===== config.mk =====
export PLATFORM = sky130hd
export DESIGN_NAME = rx_link_fault_detect
export DESIGN_NICKNAME = d
export VERILOG_FILES = /design/src/rtl/rx_link_fault_detect.sv
export SDC_FILE = /design/constraint.sdc
export NUM_CORES = 1
export LEC_CHECK = 0
export BUFFER_PORTS_ARGS = -buffer_cell sky130_fd_sc_hd__buf_2
export CAP_MARGIN = 25
export CORE_MARGIN = 5
export CORE_UTILIZATION = 55
export CTS_BUF_LIST = sky130_fd_sc_hd__clkbuf_8
export DETAILED_ROUTE_END_ITERATION = 6
export GPL_ROUTABILITY_DRIVEN = 0
export PLACE_DENSITY = 0.93
export SYNTH_ARGS = -nofsm -noshare
export SYNTH_HDL_FRONTEND = slang
export SYNTH_SLANG_ARGS = --single-unit

===== constraint.sdc =====
create_clock -name rxclk -period 6 [get_ports rxclk]
set_clock_uncertainty 0.2 [all_clocks]
set_input_delay 0.9 -clock rxclk [delete_from_list [all_inputs] [get_ports rxclk]]
set_output_delay 0.9 -clock rxclk [all_outputs]
set_load 0.02 [all_outputs]

===== src/rtl/rx_link_fault_detect.sv =====
// XGMII receive link fault detector: classifies local/remote fault
// ordered sets per column and runs the link fault state machine.
module rx_link_fault_detect #(
  parameter int SEQ_THRESH = 4,
  parameter int COL_THRESH = 128,
  parameter int COL_W      = 8
) (
  input  logic        rxclk,
  input  logic        reset,
  input  logic [63:0] rxd64,
  input  logic [7:0]  rxc8,
  output logic [1:0]  link_fault,
  output logic [1:0]  seq_detect,
  output logic        fault_change
);

  typedef enum logic [1:0] {
    INIT  = 2'd0,
    COUNT = 2'd1,
    FAULT = 2'd2
  } state_t;

  typedef enum logic {
    LOCAL  = 1'b0,
    REMOTE = 1'b1
  } ftype_t;

  typedef struct packed {
    state_t           st;
    logic [2:0]       seq;
    logic [COL_W-1:0] col;
    ftype_t           last;
    logic [1:0]       lf;
  } ctx_t;

  // Returns {local, remote} for one 4-lane column.
  function automatic logic [1:0] classify(
    input logic [31:0] d,
    input logic [3:0]  c
  );
    logic hdr;
    hdr = (c == 4'b0001) && (d[7:0] == 8'h9C) &&
          (d[15:8] == 8'h00) && (d[23:16] == 8'h00);
    return {hdr && (d[31:24] == 8'h01),
            hdr && (d[31:24] == 8'h02)};
  endfunction

  function automatic ctx_t step(
    input ctx_t       s,
    input logic [1:0] cls
  );
    ctx_t             n;
    logic             hit;
    ftype_t           t;
    logic [2:0]       seq_inc;
    logic [COL_W-1:0] col_inc;
    n       = s;
    hit     = |cls;
    t       = cls[0] ? REMOTE : LOCAL;
    seq_inc = (s.seq >= 3'(SEQ_THRESH)) ?
              s.seq : s.seq + 3'd1;
    col_inc = (&s.col) ? s.col : s.col + COL_W'(1);
    unique case (s.st)
      INIT: begin
        if (hit) begin
          n.st   = COUNT;
          n.last = t;
          n.seq  = 3'd1;
          n.col  = '0;
        end
      end
      COUNT: begin
        if (hit && t == s.last) begin
          n.seq = seq_inc;
          n.col = '0;
          if (seq_inc >= 3'(SEQ_THRESH)) begin
            n.st = FAULT;
            n.lf = {1'b1, t == REMOTE};
          end
        end else if (hit) begin
          // Held fault stays visible until the new type is confirmed.
          n.last = t;
          n.seq  = 3'd1;
          n.col  = '0;
        end else begin
          n.col = col_inc;
          if (col_inc >= COL_W'(COL_THRESH)) begin
            n.st  = INIT;
            n.seq = '0;
            n.col = '0;
            n.lf  = 2'b00;
          end
        end
      end
      FAULT: begin
        if (hit && t == s.last) begin
          n.col = '0;
        end else if (hit) begin
          n.st   = COUNT;
          n.last = t;
          n.seq  = 3'd1;
          n.col  = '0;
        end else begin
          n.col = col_inc;
          if (col_inc >= COL_W'(COL_THRESH)) begin
            n.st  = INIT;
            n.seq = '0;
            n.col = '0;
            n.lf  = 2'b00;
          end
        end
      end
      default: begin
        n.st  = INIT;
        n.seq = '0;
        n.col = '0;
        n.lf  = 2'b00;
      end
    endcase
    return n;
  endfunction

  ctx_t       cur;
  ctx_t       mid;
  ctx_t       nxt;
  logic [1:0] cls_lo;
  logic [1:0] cls_hi;

  always_ff @(posedge rxclk or posedge reset) begin
    if (reset) begin
      cur.st       <= INIT;
      cur.seq      <= '0;
      cur.col      <= '0;
      cur.last     <= LOCAL;
      cur.lf       <= 2'b00;
      seq_detect   <= 2'b00;
      fault_change <= 1'b0;
    end else begin
      cur          <= nxt;
      seq_detect   <= cls_lo | cls_hi;
      fault_change <= (nxt.lf != cur.lf);
    end
  end

  // Low column first; its result seeds the high column.
  always_comb begin
    cls_lo = classify(rxd64[31:0], rxc8[3:0]);
    cls_hi = classify(rxd64[63:32], rxc8[7:4]);
    mid    = step(cur, cls_lo);
    nxt    = step(mid, cls_hi);
  end

  assign link_fault = cur.lf;

endmodule


==> impl_metrics.json <==
{
  "status": "finished clean",
  "clk_latency_ns": 0.26,
  "route.detailed.drc": 0,
  "overflow": 0,
  "p_sw_frac": 0.247,
  "grt_first_pass_wirelength_um": 11000,
  "final-max-slew-violation-count": 0,
  "die_h_um": 73.5,
  "port_buffers": 78,
  "clock-sinks": 19,
  "synth_top_area_cell": "dfrtp_1",
  "ant_nets": 0,
  "crit_top_cell": "nand2_1",
  "die_w_um": 73.5,
  "antenna_found_initial": 0,
  "cp_num_cells": 15,
  "cts.clk_slew.worst_paths_ns": 0.07,
  "cap_violations": 0,
  "synth_ff_type": "dfrtp_1",
  "comb_power_share": 0.152,
  "area_growth_pct": 20.3,
  "avgSynthCellArea_um2": 8.02,
  "synth_edf_count": 0,
  "cts_buffers": 3,
  "core_area_um2": 3970,
  "worstSetupStartpointType": "input pin",
  "tritoncts": "done",
  "endpoint_kind": "flip-flop",
  "crit_fanout": 9,
  "power.switching_uw": 64.0,
  "worstSetupPathType": "input pin to flip-flop",
  "p_per_area_nw_per_um2": 97.2,
  "rows": 23,
  "hp-class": "flip-flop to flip-flop",
  "root_buffer": "clkbuf_8",
  "synth_fp_nets": 356,
  "grtUsageTotal": 0.250,
  "grt_max_degree": 20,
  "fmax_mhz": 238,
  "ir_worst_vdd_mv": 0.0533,
  "worstPathCellList": "buf_2, nor4_1, nand2_1, nor4_4, nor2_1, a21oi_1, nand2_1, a221oi_1, ha_1, a41o_1, o32a_1, and4_1, o221ai_2, xor2_1, nand2_1",
  "clkPwrFrac": 0.355,
  "synth-seq-area-share": 0.214,
  "finalSetupViolCount": 0,
  "slew_headroom": 0.515,
  "rr_worst_depth": 15,
  "start_util": 0.559,
  "cts-htree-levels": 1,
  "synth_area_leaders": "dfrtp_1 21%, nand2_1 5.1%, o21ai_0 4.7%",
  "cp.arrival_ns": 4.17,
  "drt_wl_total_um": 6690,
  "seqPwrFrac": 0.493,
  "nets": 431,
  "dr_total_vias": 2662,
  "yosysUniqueCellTypes": 67,
  "worst_slew_pin_slew_ns": 0.727,
  "io_pins": 79,
  "final_area_um2": 2670,
  "synth_seq_cells": 19,
  "first_global_vias": 2585,
  "rsz0062_at_grt": "no",
  "place_hpwl_um": 5240,
  "clk_path_buf_depth": 2,
  "syn_area_um2": 2220,
  "p_int_uw": 196,
  "hold_buffers": 0,
  "dpl-instance-area_um2": 2630,
  "post_cts_resized": 0,
  "path_delay_family": "simple AND/OR/NAND/NOR gates",
  "cpMaxStageDelayCell": "nor4_4",
  "fp.dieArea_um2": 5410,
  "p_leak_uw": 0.00117,
  "period_share": 0.702,
  "cp_data_required_time_ns": 5.96,
  "whs_path_depth": 2,
  "hold_viol_final": 0,
  "drt_first_pass_iters": 6,
  "routedWlPerCell_um": 16.7,
  "via_per_inst": 6.64,
  "critPathMaxStageDelay_ns": 0.57,
  "worst-path-buf-inv": 1,
  "final_layout_size_suffix_gt1_frac": 0.316,
  "finalSetupTns_ns": 0,
  "fin_crit_ns": 4.21,
  "post_cts_buffers": 0,
  "diodes": 0,
  "netlist_instances": 277,
  "yosys.area.top_type_share": 0.214,
  "synth_warnings": 0,
  "ys_async_sr_fraction": 1.00,
  "drt_iter0_drc": 409
}
cell usage after synthesis (5+ instances only):
library cell / instances
nand2_1: 30
nor2_1: 26
o21ai_0: 21
dfrtp_1: 19
nand3_1: 14
a21oi_1: 13
inv_1: 11
nand2b_1: 7
nor4_1: 7
a21o_1: 6
a31oi_1: 6
and3_1: 5
ha_1: 5
or2_2: 5
cell type report:
cell class / instances / area, um^2
sequential: 19 / 475
clock inverter: 1 / 3.75
clock buffer: 3 / 41.3
timing repair buffer: 79 / 398
fill: 315 / 1300
multi-input combinational: 238 / 1650
inverter: 11 / 41.3
tap: 50 / 62.6
cells in the final DEF (no fill, tap or decap), types with 4 or more instances in the layout:
master     n
nand2b_1   7
o21ai_0   21
o21a_1     4
a21o_1     6
and4_1     4
nand3_1   14
inv_1     12
dfrtp_1   19
o211ai_1   4
nor3_1     4
a21oi_1   13
nor2b_1    4
buf_2     78
ha_1       5
or2_2      5
nor2_1    26
and3_1     5
nand2_1   30
a31oi_1    6
nor4_1     7
routing by layer:
metal,part of all wire,routed length [um],global-route usage,up-vias
met5,0,0,0,-
met4,0.036,239,0.115,0
met3,0.11,739,0.0424,40
met2,0.48,3190,0.434,210
met1,0.38,2520,0.297,1204
li1,-,-,-,1208
metrics by stage:
stage                     hold slack, ns  total power [uW]  cells  setup WS [ns]   util
after floorplan                    0.297               141    277           2.18      -
after global placement             0.335               168    397           1.83  0.662
after detailed placement           0.328               170    397           1.62  0.662
after CTS                          0.348               260    401           1.84  0.673
after global routing               0.369               268    401           1.54  0.673
final                              0.340               260    401           1.79  0.673
final timing paths:
path	to	slack, ns	startpoint
max	fault_change	1.79	rxd64[13]
min	fault_change	0.34	link_fault[0]
max reg2reg	fault_change	2.41	cur[4]
min reg2reg	fault_change	0.34	link_fault[0]
max in group asynchronous	fault_change	4.60	reset
min in group asynchronous	cur[6]	0.54	reset
flip-flops by register name (all words and copies together), names as in the netlist:
name / cells
cur: 14
fault_change: 1
seq_detect: 2
link_fault: 2
tightest hold or removal path, delay by kind of cell (launching register included):
kind	cells	cell delay, ns
flip-flops	1	0.38
XOR/XNOR	1	0.08
AND/OR/NAND/NOR	1	0.05
power groups by stage:
| stage | sequential [uW] | combinational [uW] | clock (uW) |
|---|---|---|---|
| 2_1_floorplan | 130 | 10.8 | 0 |
| 3_3_place_gp | 130 | 37.9 | 0 |
| 3_5_place_dp | 130 | 39.6 | 0 |
| 4_1_cts | 128 | 39.8 | 92.6 |
| 5_1_grt | 128 | 43.5 | 96.7 |
| 6_report | 128 | 39.5 | 92.2 |
cells by family (layout without fill, tap and decap cells):
group                      count (synthesis)  in the layout  synth area share
AOI/OAI and AO/OA                         87             87             0.280
adders and majority gates                  5              5            0.0282
and+or+nand+nor                          137            137             0.395
xor gates and xnor gates                   6              6            0.0237
muxes                                      3              3            0.0158
buffers and inverters                     20             94            0.0428
DFF                                       19             19             0.214
Power figures use the tool's default switching activity.
